===== src/rtl/ga_mask_generator.sv =====
// rtl/ga_mask_generator.sv - GA crossover/mutation mask generator; GA_MASK_SEED_LOAD_EN adds seed_load/seed reseed ports
module ga_mask_generator #(
  parameter int          Width = 32,
  parameter logic [31:0] Seed  = 32'hACE12468
) (
  input  logic             clk,
  input  logic             rst_n,
  input  logic             req,
  input  logic [7:0]       rate,
  input  logic             ack,
`ifdef GA_MASK_SEED_LOAD_EN
  input  logic             seed_load,
  input  logic [31:0]      seed,
`endif
  output logic             busy,
  output logic             valid,
  output logic [Width-1:0] crossover_mask,
  output logic [Width-1:0] daughter_mutation_mask,
  output logic [Width-1:0] son_mutation_mask
);

  localparam int              CntW    = $clog2(Width);
  localparam logic [CntW-1:0] LastBit = CntW'(Width - 1);
  localparam logic [31:0]     Taps    = 32'h80200003;

  typedef enum logic [1:0] {IDLE, BUILD, HOLD} state_t;

  state_t           r_state;
  state_t           w_state_nxt;
  logic [31:0]      r_lfsr;
  logic [31:0]      w_lfsr_step;
  logic [31:0]      w_lfsr_nxt;
  logic [CntW-1:0]  r_cnt;
  logic [7:0]       r_rate;
  logic [Width-1:0] r_xmask;
  logic [Width-1:0] r_dmask;
  logic [Width-1:0] r_smask;
  logic             w_accept;

  // Galois step: shift right, fold the taps back in when the outgoing bit is set
  assign w_lfsr_step = r_lfsr[0] ? ((r_lfsr >> 1) ^ Taps) : (r_lfsr >> 1);

`ifdef GA_MASK_SEED_LOAD_EN
  // A zero seed would lock the LFSR, so it falls back to the reset seed
  assign w_lfsr_nxt = seed_load ? ((seed == 32'h0) ? Seed : seed) : w_lfsr_step;
`else
  assign w_lfsr_nxt = w_lfsr_step;
`endif

  assign w_accept = (r_state == IDLE) && req;

  // State register
  always_ff @(posedge clk or negedge rst_n) begin
    if (!rst_n) r_state <= IDLE;
    else        r_state <= w_state_nxt;
  end

  // Next-state: req only counts in IDLE, ack only in HOLD
  always_comb begin
    w_state_nxt = r_state;
    case (r_state)
      IDLE:    if (req) w_state_nxt = BUILD;
      BUILD:   if (r_cnt == LastBit) w_state_nxt = HOLD;
      HOLD:    if (ack) w_state_nxt = IDLE;
      default: w_state_nxt = IDLE;
    endcase
  end

  // LFSR free-runs in every state; masks are filled one bit per BUILD cycle
  always_ff @(posedge clk or negedge rst_n) begin
    if (!rst_n) begin
      r_lfsr  <= Seed;
      r_cnt   <= '0;
      r_rate  <= 8'h00;
      r_xmask <= '0;
      r_dmask <= '0;
      r_smask <= '0;
    end else begin
      r_lfsr <= w_lfsr_nxt;
      if (w_accept) begin
        r_rate  <= rate;
        r_cnt   <= '0;
        r_xmask <= '0;
        r_dmask <= '0;
        r_smask <= '0;
      end else if (r_state == BUILD) begin
        r_xmask[r_cnt] <= r_lfsr[0];
        r_dmask[r_cnt] <= (r_lfsr[15:8] < r_rate);
        r_smask[r_cnt] <= (r_lfsr[23:16] < r_rate);
        r_cnt          <= r_cnt + 1'b1;
      end
    end
  end

  assign busy                   = (r_state == BUILD);
  assign valid                  = (r_state == HOLD);
  assign crossover_mask         = r_xmask;
  assign daughter_mutation_mask = r_dmask;
  assign son_mutation_mask      = r_smask;

endmodule


===== config.mk =====
export PLATFORM = sky130hd
export DESIGN_NAME = ga_mask_generator
export DESIGN_NICKNAME = d
export VERILOG_FILES = /design/src/rtl/ga_mask_generator.sv
export SDC_FILE = /design/constraint.sdc
export NUM_CORES = 1
export LEC_CHECK = 0
export ABC_AREA = 1
export CAP_MARGIN = 20
export CORE_UTILIZATION = 23
export DETAILED_ROUTE_END_ITERATION = 16
export PLACE_DENSITY = 0.41
export SETUP_SLACK_MARGIN = 0.15
export SYNTH_ARGS = -nofsm -noshare
export SYNTH_HDL_FRONTEND = slang
export SYNTH_SLANG_ARGS = --single-unit

===== constraint.sdc =====
create_clock -name clk -period 4.53 [get_ports clk]
set_input_delay 0.6795 -clock clk [delete_from_list [all_inputs] [get_ports clk]]
set_output_delay 0.6795 -clock clk [all_outputs]
set_load 0.02 [all_outputs]

After elaboration in Yosys (flattened, before gate mapping)
Cells that the tools add are included.
{ "totals": {"register_bits": 143, "out_inout_bits": 98, "wordCells": 42} }
{ "classes": {"n_addsub": 1, "magnitude_cmp": 4, "n_eq_ne": 6, "mux": 18, "n_bitwise": 1, "reduce_logical": 5} }
{ "ops": {"columns": ["op", "count"], "rows": [
  ["32-bit 2-to-1 mux", 7],
  ["32-bit bitwise mux", 3],
  ["8-bit < comparator", 2],
  ["5-bit 2-to-1 mux", 2],
  ["5-bit by 6-bit < comparator with 1-bit output (second input constant)", 1],
  ["2-bit 2-to-1 mux", 3],
  ["2-bit one-hot mux with 3 select lines", 1],
  ["5-bit by 1-bit adder with 5-bit output (second input constant)", 1],
  ["1-bit demux with 5-bit select", 1],
  ["5-bit equality test (second input constant)", 1],
  ["5-bit by 1-bit >= comparator with 1-bit output (second input constant)", 1],
  ["2-bit != test (second input constant)", 2],
  ["3-bit NOT with 4-bit output", 1],
  ["3-bit AND reduction", 1],
  ["2-bit by 1-bit equality test with 1-bit output (second input constant)", 1],
  ["2-bit equality test (second input constant)", 1],
  ["1-bit logical AND", 2],
  ["2-bit zero test", 1],
  ["2-bit by 1-bit != test with 1-bit output (second input constant)", 1],
  ["2-bit nonzero test", 1],
  ["1-bit 2-to-1 mux", 1]
]} }

Longest topological paths before layout
Gate-level depths: netlist of run 1.
{ "logic_depth": {"ltp_word": 7, "depth_mapped": 10} }

Least setup slack after synthesis of run 1
Ideal clock, no wire load.
{ "synth_timing": {"path_kind": "flip-flop to flip-flop", "from": "register r_lfsr[23]", "to": "register r_smask[0], in the netlist son_mutation_mask[0]", "arrival_ps": 1485, "required_time_ps": 4465, "path_slack_ps": 2979, "path_stages_with_launch": 7, "path_buffers": 1, "period_less_slack_ps": 1551, "cell_sequence": "dfstp_2 ha_1 a21oi_1 o21a_1 clkbuf_1 nand3_1 nand2_1"} }
{ "synth_between": {"elab_chain_cells": 4} }
{ "synth_lines": {"columns": ["element", "line_no", "rtl"], "rows": [
  ["start: declaration", "30", "logic [31:0] r_lfsr;"],
  ["start signal: assignment", "79", "r_lfsr <= w_lfsr_nxt;"],
  ["8-bit < comparator", "89", "r_smask[r_cnt] <= (r_lfsr[23:16] < r_rate);"],
  ["32-bit bitwise mux", "89", null],
  ["32-bit 2-to-1 mux", "86", "end else if (r_state == BUILD) begin"],
  ["32-bit 2-to-1 mux", "80", "if (w_accept) begin"],
  ["end signal: indexed assignment", "89", null],
  ["end: declaration", "37", "logic [Width-1:0] r_smask;"]
]} }
No other way between the ends. The select of a mux whose other input is x is not followed.
A chain may end at the register's enable or synchronous reset.

Final worst setup path of run 1
{ "layout_timing": {"from": "register r_state[1]", "to": "output port busy"} }
{ "layout_between": {"elab_chain_cells": 1} }
{ "layout_lines": {"columns": ["element", "line_no", "rtl"], "rows": [
  ["start: declaration", "28", "state_t r_state;"],
  ["start signal: assignment", "55", "else r_state <= w_state_nxt;"],
  ["2-bit by 1-bit equality test with 1-bit output", "95", "assign busy = (r_state == BUILD);"],
  ["end: declaration", "15", "output logic busy,"]
]} }
No other way between the ends.

==> summary.md, run 1 <==
| Metric | Value |
|---|---|
| Status | `completed` |
| CP Capture Type | `output port` |
| Peak VDD IR | `0.000252 V` |
| GRT Total Usage | `0.139` |
| Worst-case reg-to-reg path depth | `6` |
| # setup viols final | `0` |
| RD Place Congestion | `0.744` |
| TritonCTS Buffers | `17` |
| Die height | `165 um` |
| PostCTS Resize Cnt | `0` |
| Largest net degree at the start of global routing | `99` |
| Leak | `3.77 nW` |
| Placed cell area | `7470 um2` |
| Setup ws final | `2020 ps` |
| Placement Setup Slack | `1630 ps` |
| Syn_nets | `648` |
| Slew Limit Fails | `0` |
| Clk_skew | `13.2 ps` |
| Post-Route WL | `17700 um` |
| Worst min-delay path category | `input pin to asynchronous set/reset pin` |
| Final Non-Filler Cells | `1073` |
| Crit path DAT | `1830 ps` |
| Slew at the pin closest to its max-slew limit | `967 ps` |
| Horiz. Die Dim | `165 um` |
| Antenna Nets Post-Route | `0` |
| Setup TNS Final | `0 ps` |
| Critical Path Slowest Stage Cell | `clkdlybuf4s50_1` |
| Final worst path period need | `2510 ps` |
| Slew margin rel. | `0.354` |
| Most common cell after layout, fill and taps aside | `nand2_1` |
| Crit path launch type | `register` |
| Vias | `4650` |
| Final Cell Area | `8090 um2` |
| Synth cell types | `24` |
| Wire per inst | `16.5 um` |
| Grt total ovfl | `0` |
| Initial antenna violation count | `0` |
| Setup Crit Path Kind | `register to output port` |
| FF+latch count, synth | `143` |
| Hold Fails Final Rpt | `0` |
| Vias in the first global route | `4887` |
| Fin util | `0.311` |
| CTS tree | `yes` |
| Post-DP HPWL | `11800 um` |
| Most frequent cells in the layout | `204 x nand2_1, 130 x dfrtp_1, 108 x clkdlybuf4s50_1, 65 x nand3_1, 38 x nor2_1` |
| CP max stage delay | `690 ps` |
| Share of cells above drive strength 1 | `0.127` |
| Die area | `27100 um2` |
| Largest area contributor in the netlist | `dfrtp_1` |
| First-pass GRT wire length | `27700 um` |
| Post-CTS setup repair buffer count | `0` |
| Placed Cells | `1042` |
| DR pass1 iterations | `4` |
| Reg clk slew, reported paths | `60 ps` |
| Worst-path fanout max | `10` |
| CP Data Required Time | `3850 ps` |
| I/O Pins | `110` |
| CTS H-tree depth | `4` |
| Antenna diode count | `0` |
| Area share of the largest cell type after synthesis | `0.535` |
| F_max | `399 MHz` |
| Max-cap violations | `0` |
| Crit path depth | `2` |
| Clock sinks | `143` |
| Synth area leaders | `dfrtp_1 53%, nand2_1 13%, dfstp_2 5.6%` |
| Syn Std Cell Area | `6080 um2` |
| Vias per inst | `4.33` |
| Worst path cell trace | `nor2_8, clkdlybuf4s50_1` |
| Syn. warnings | `0` |
| Area grow syn2layout | `32.9%` |
| Delay-heaviest family, CP | `buffers and inverters` |
| Final nets | `757` |
| Hold_buf cts | `0` |
| Port bufs | `109` |
| Root buffer cell | `clkbuf_16` |
| Crit share post-route | `0.554` |
| RSZ-0062 raised after global routing | `no` |
| Maximum clock path buffer count | `2` |
| Core ar. | `26000 um2` |
| Pwr Density | `613 nW/um2` |
| Syn Area/Cell | `9.86 um2` |
| Cells after Synth | `617` |
| Worst-Skew Late Latency | `420 ps` |
| Sequential area share after synthesis | `0.591` |
| # rows | `59` |
| DR iter-0 viols | `178` |
| Buf/Inv on CP | `1` |
| Drt drc | `0` |
| Initial Util | `0.234` |
## cell type report
class | instances | area (um2)
flip-flops and latches | 143 | 3590
inverters | 23 | 86.3
multi-input cells | 426 | 2240
repair buffers | 115 | 1140
clock inverters | 11 | 165
well taps | 335 | 419
clock buffers | 20 | 447
fillers | 2674 | 17900
## sequential cells by signal, indices dropped and copies added (netlist names)
| name | flops |
|---|---|
| r_rate | 8 |
| r_state | 2 |
| r_lfsr | 32 |
| daughter_mutation_mask | 32 |
| crossover_mask | 32 |
| son_mutation_mask | 32 |
| r_cnt | 5 |
## routing by layer
| layer | up-vias | share of wire | track usage |
|---|---|---|---|
| li1 | 2226 | - | - |
| met2 | 105 | 0.49 | 0.224 |
| met3 | 20 | 0.043 | 0.0364 |
| met1 | 2299 | 0.45 | 0.177 |
| met4 | 0 | 0.019 | 0.0559 |
| met5 | - | 0 | 0 |
## synth_stat cells (all sizes together)
cell,n
ha,19
inv,23
a21oi,8
o21ai,13
nor2,73
dfstp,13
dfrtp,130
nand3,66
xor2,3
buf,11
o21a,2
clkbuf,14
nand2,209
o31ai,33
## power breakdown
part	switching (mW)	leakage (nW)	internal, mW
Combinational	1.10	1.59	0.660
Sequential	0.182	1.88	1.55
Clock	0.531	0.300	0.931
Total	1.82	3.77	3.14
## worst paths after layout
kind                             from                          to  slack, ps
min                             rst_n       son_mutation_mask[16]        350
max                        r_state[1]                        busy       2020
max reg2reg                r_lfsr[13]   daughter_mutation_mask[7]       2220
min in group clk           r_lfsr[24]                  r_lfsr[23]        350
max in group asynchronous       rst_n  daughter_mutation_mask[28]       2970
min reg2reg                r_lfsr[24]                  r_lfsr[23]        350
## through the flow
step                hold WS, ps  power (mW)
floorplan                   331        2.80
global placement            335        3.51
detailed placement          342        3.54
CTS                         355        5.03
global route                358        5.28
finish                      350        4.96
## cell families (layout without fill, tap and decap cells)
kind of cell             Yosys count  after routing  synth area share
buffers and inverters             48            169            0.0413
adder cells (fa/ha/maj)           19             19            0.0391
XOR/XNOR                           3              3           0.00432
AND/OR/NAND/NOR                  348            348             0.264
AO/OA/AOI/OAI                     56             56            0.0605
flip-flops                       143            143             0.591
Note: power is estimated with default switching activity, not from simulation.
==> inputs of run 2 (changes only) <==
PLACE_DENSITY = 0.43   (was 0.41)
clock period = 2.3 ns   (was 4.53 ns; I/O delays follow)
==> run 2 against run 1 <==
Net effect: sequential power is 98% higher; power is 100% higher; combinational power is 97% higher; largest power group unchanged; setup slack worse by 1600 ps.
==> summary.md, run 2 (same netlist as run 1, synthesis figures left out) <==
| Metric | Value |
|---|---|
| Logic pwr share | `0.346` |
| Initial antenna violation count | `0` |
| Int Power | `6.32 mW` |
| Slew Limit Fails | `0` |
| Crit path launch type | `register` |
| DR pass1 iterations | `4` |
| Setup TNS Final | `0 ps` |
| GRT Total Usage | `0.138` |
| # setup viols final | `0` |
| Crit path DAT | `1520 ps` |
| Share of cells above drive strength 1 | `0.138` |
| Crit share post-route | `0.812` |
| Setup Crit Path Kind | `register to output port` |
| Vias | `4576` |
| Final worst path period need | `1870 ps` |
| Root buffer cell | `clkbuf_16` |
| Maximum clock path buffer count | `2` |
| Antenna Nets Post-Route | `0` |
| CP Data Required Time | `1960 ps` |
| Final Cell Area | `8270 um2` |
| Switch Pwr | `3.69 mW` |
| Antenna diode count | `0` |
| Switching Share | `0.369` |
| Clk_skew | `12.2 ps` |
| First-pass GRT wire length | `27400 um` |
| Flop2flop setup slack | `580 ps` |
| Horiz. Die Dim | `165 um` |
| Slew margin rel. | `0.624` |
| Most frequent cells in the layout | `204 x nand2_1, 130 x dfrtp_1, 106 x clkdlybuf4s50_1, 65 x nand3_1, 38 x nor2_1` |
| Worst-path fanout max | `10` |
| Placed cell area | `7590 um2` |
| Area grow syn2layout | `35.9%` |
| Reg power frac | `0.342` |
| Total power | `10.0 mW` |
| Hold Fails Final Rpt | `0` |
| Grt total ovfl | `0` |
| Initial Util | `0.234` |
| Core ar. | `26000 um2` |
| Post-Route WL | `17600 um` |
| Drt drc | `0` |
| Clk pwr share | `0.312` |
| # rows | `59` |
| Post-DP HPWL | `11300 um` |
| RSZ-0062 raised after global routing | `no` |
| Status | `completed` |
| Fillers | `2688` |
| Die height | `165 um` |
| Pwr Density | `1210 nW/um2` |
| TritonCTS Buffers | `17` |
| Leak | `3.87 nW` |
| Peak VDD IR | `0.000447 V` |
| DR iter-0 viols | `192` |
| Worst-Skew Late Latency | `430 ps` |
| Worst min-delay path category | `register to register` |
| F_max | `535 MHz` |
| Die area | `27100 um2` |
| Final nets | `764` |
| I/O Pins | `110` |
| Largest net degree at the start of global routing | `46` |
| Wire per inst | `16.3 um` |
| Vias per inst | `4.23` |
| Max-cap violations | `0` |
| Clock sinks | `143` |
| RD Place Congestion | `0.695` |
| Reg clk slew, reported paths | `70 ps` |
| CTS tree | `yes` |
| CTS H-tree depth | `4` |
| Most common cell after layout, fill and taps aside | `nand2_1` |
| Slew at the pin closest to its max-slew limit | `563 ps` |
| CP Capture Type | `output port` |
| Port bufs | `109` |
| Vias in the first global route | `4536` |
[run 2: cell types whose count changed in the layout (fill, tap and decap cells not counted)]
cell,change
clkbuf_8,-1
clkinvlp_4,+1
clkdlybuf4s50_1,-2
buf_12,+6
dlygate4sd3_1,+1
clkbuf_1,-2
dlygate4sd2_1,+1
dlymetal6s2s_1,+1
bufinv_16,+1
inv_6,+3
clkinv_4,+1
clkinv_2,-3
inv_8,+1
[run 2: metal layers]
metal,vias to the layer above,part of all wire,wire [um],track usage
met3,18,0.042,735,0.0264
met5,-,0,0,0
li1,2261,-,-,-
met4,0,0.014,246,0.0492
met1,2197,0.48,8490,0.194
met2,100,0.46,8110,0.210
[run 2: area by class of cell]
cell class | count | area, um2 | area share
sequential | 143 | 3590 | 0.435
multi-input combinational | 426 | 2240 | 0.271
timing repair buffer | 122 | 1270 | 0.153
clock buffer | 17 | 425 | 0.0515
tap | 335 | 419 | 0.0507
clock inverter | 15 | 234 | 0.0283
inverter | 23 | 86.3 | 0.0104
[run 2: repair_timing]
action	CTS	global route
pin swaps	0	0
hold endpoints to repair	31	0
hold buffers	1	0
gates resized for setup	1	1
setup buffers	0	0
setup endpoints to repair	1	1
[run 2: through the flow]
stage	cells	utilization	hold slack (ps)	worst slack (ps)
3_3_place_gp	1048	0.292	289	520
5_1_grt	1081	0.318	359	342
2_1_floorplan	617	-	49.4	749
6_report	1081	0.318	351	432
3_5_place_dp	1048	0.292	286	502
4_1_cts	1081	0.318	352	192
[run 2: path summary, 6_finish.rpt]
| check | from | endpoint | depth (start not counted) |
|---|---|---|---|
| max in group asynchronous | rst_n | r_lfsr[21] | 3 |
| min in group asynchronous | rst_n | daughter_mutation_mask[17] | 2 |
| setup / recovery | r_state[0] | busy | 3 |
| hold / removal | r_lfsr[25] | r_lfsr[24] | 0 |
| hold reg to reg | r_lfsr[25] | r_lfsr[24] | 0 |
| setup reg to reg | r_lfsr[23] | son_mutation_mask[4] | 6 |
[run 2: power by group through the flow]
stage | clock network [mW] | registers (mW) | logic [mW]
3_3_place_gp | 0 | 3.50 | 3.51
5_1_grt | 3.32 | 3.48 | 3.86
3_5_place_dp | 0 | 3.48 | 3.51
2_1_floorplan | 0 | 3.86 | 1.67
4_1_cts | 3.22 | 3.44 | 3.53
6_report | 3.12 | 3.42 | 3.46
[run 2: worst max-delay path, stage by stage, from the launching register on]
cell,delay (ps)
dfrtp_1,390
inv_2,90
nor2_8,210
dlygate4sd2_1,400
==> inputs of run 3 (changes only) <==
PLACE_DENSITY = 0.41   (was 0.43)
clock period = 1.8 ns   (was 2.3 ns; I/O delays follow)
==> run 3 against run 2 <==
Net effect: via count is 5.4% higher; count of clock-buffer cells in the layout is 6 higher; setup slack worse by 280 ps; critical path depth stayed put; critical path type unchanged.
==> summary.md, run 3 (same netlist as run 1, synthesis figures left out) <==
| Metric | Value |
|---|---|
| Setup Crit Path Kind | `register to output port` |
| Final Cell Area | `8460 um2` |
| # rows | `59` |
| Met2 GRT Util | `0.233` |
| Post-DP HPWL | `11600 um` |
| Grt total ovfl | `0` |
| Leak | `4.39 nW` |
| Worst-Skew Late Latency | `430 ps` |
| Worst-path fanout max | `5` |
| Pwr Density | `1460 nW/um2` |
| Initial Util | `0.234` |
| Antenna Nets Post-Route | `0` |
| CP Capture Type | `output port` |
| Vias in the first global route | `4932` |
| RSZ-0062 raised after global routing | `yes` |
| Hold Fails Final Rpt | `0` |
| I/O Pins | `110` |
| Crit path launch type | `register` |
| CTS H-tree depth | `4` |
| Maximum clock path buffer count | `2` |
| Area grow syn2layout | `39.1%` |
| First-pass GRT wire length | `28000 um` |
| Status | `completed` |
| Clk_skew | `16.5 ps` |
| Drt drc | `0` |
| Wire per inst | `17.9 um` |
| Root buffer cell | `clkbuf_16` |
| Die area | `27100 um2` |
| CP Launch Point | `r_state[0]` |
| DR pass1 iterations | `5` |
| Clk pwr share | `0.287` |
| RD Place Congestion | `0.739` |
| Core ar. | `26000 um2` |
| Most frequent cells in the layout | `201 x nand2_1, 129 x dfrtp_1, 96 x dlygate4sd2_1, 65 x nand3_1, 40 x nor2_2` |
| Horiz. Die Dim | `165 um` |
| Peak VDD IR | `0.000537 V` |
| Placed cell area | `7640 um2` |
| Reg power frac | `0.351` |
| Slew at the pin closest to its max-slew limit | `507 ps` |
| Met3 Usage GRT | `0.0304` |
| Slew margin rel. | `0.662` |
| Reg clk slew, reported paths | `60 ps` |
| Vias per inst | `4.41` |
| Crit share post-route | `0.915` |
| Clock sinks | `143` |
| Antenna diode count | `0` |
| Top Usage Layer GRT | `met2` |
| Max-cap violations | `0` |
| Placement Setup Slack | `101 ps` |
| Reg2reg end | `son_mutation_mask[19]` |
| Fillers | `2656` |
| M1 GR Usage | `0.177` |
| Share of cells above drive strength 1 | `0.190` |
| Final nets | `776` |
| Vias | `4822` |
| Logic pwr share | `0.362` |
| Worst min-delay path category | `register to register` |
| Setup TNS Final | `0 ps` |
| Int Power | `7.56 mW` |
| Port bufs | `109` |
| CTS tree | `yes` |
| Switch Pwr | `4.80 mW` |
| Initial antenna violation count | `0` |
| TritonCTS Buffers | `17` |
| Worst-case reg-to-reg path depth | `6` |
| F_max | `607 MHz` |
| Crit path DAT | `1380 ps` |
| Post-Route WL | `19600 um` |
| Final worst path period need | `1650 ps` |
| Flop2flop setup slack | `190 ps` |
| Die height | `165 um` |
| Largest net degree at the start of global routing | `49` |
| Slew Limit Fails | `0` |
| Most common cell after layout, fill and taps aside | `nand2_1` |
| Setup ws final | `153 ps` |
| DR iter-0 viols | `244` |
| Switching Share | `0.388` |
| Critical R2R Launch | `r_lfsr[21]` |
| CP Data Required Time | `1530 ps` |
| CP endpoint | `busy` |
| GRT Total Usage | `0.140` |
| # setup viols final | `0` |
[run 3: changes by cell type in the layout (fill, tap and decap cells not counted), moves of 4 or more]
cell	change
a21oi_1	-4
a21oi_2	+4
buf_12	+5
clkbuf_16	+7
clkdlybuf4s50_1	-96
dlygate4sd2_1	+95
nor2_1	-20
nor2_2	+20
[run 3: what timing repair did]
| action | in CTS | in global routing |
|---|---|---|
| resized for setup | 101 | 39 |
| setup endpoints to repair | 98 | 79 |
| hold buffers | 1 | 0 |
| gates cloned | 0 | 8 |
| buffers inserted | 0 | 3 |
| hold endpoints to repair | 35 | 0 |
| pin swaps | 0 | 4 |
[run 3: worst max-delay path: stages, from the launching register on]
cell and delay, ps:
dfrtp_1 400, inv_2 100, nor2_8 160, clkdlybuf4s15_2 290
[run 3: how the worst min path moves through the flow]
stage,start,to,slack (ps),cells after the start
6_report,r_lfsr[25],r_lfsr[24],340,0
5_1_grt,r_lfsr[25],r_lfsr[24],350,0
4_1_cts,r_lfsr[25],r_lfsr[24],350,0
3_5_place_dp,rst_n,r_lfsr[4],250,1
3_3_place_gp,rst_n,r_lfsr[7],250,1
2_1_floorplan,rst_n,crossover_mask[0],-30,0
[run 3: metrics by stage]
stage               total power [mW]  hold WS, ps  utilization  instances
global placement                8.91          246        0.294       1049
finish                          12.4          342        0.326       1093
CTS                             12.2          346        0.312       1082
detailed placement              9.01          253        0.294       1049
global route                    13.1          354        0.326       1093
floorplan                       7.06        -25.6            -        617
[run 3: power by group through the flow]
stage	registers (mW)	clock network [mW]	logic [mW]
global placement	4.42	0	4.49
floorplan	4.93	0	2.13
detailed placement	4.43	0	4.58
CTS	4.36	3.61	4.24
global route	4.42	3.75	4.93
finish	4.34	3.54	4.47
[run 3: cell type report]
class | count | area [um2] | share of cell area
Clock buffer | 23 | 478 | 0.0565
Tap cell | 335 | 419 | 0.0495
Inverter | 23 | 86.3 | 0.0102
Clock inverter | 9 | 109 | 0.0129
Multi-Input combinational cell | 426 | 2350 | 0.278
Timing Repair Buffer | 134 | 1420 | 0.168
Sequential cell | 143 | 3600 | 0.425
[run 3: per-layer routing]
| metal | wire length, um | vias to the layer above |
|---|---|---|
| met2 | 9670 | 120 |
| met1 | 8680 | 2410 |
| met3 | 1080 | 9 |
| li1 | - | 2283 |
| met5 | 0 | - |
| met4 | 154 | 0 |
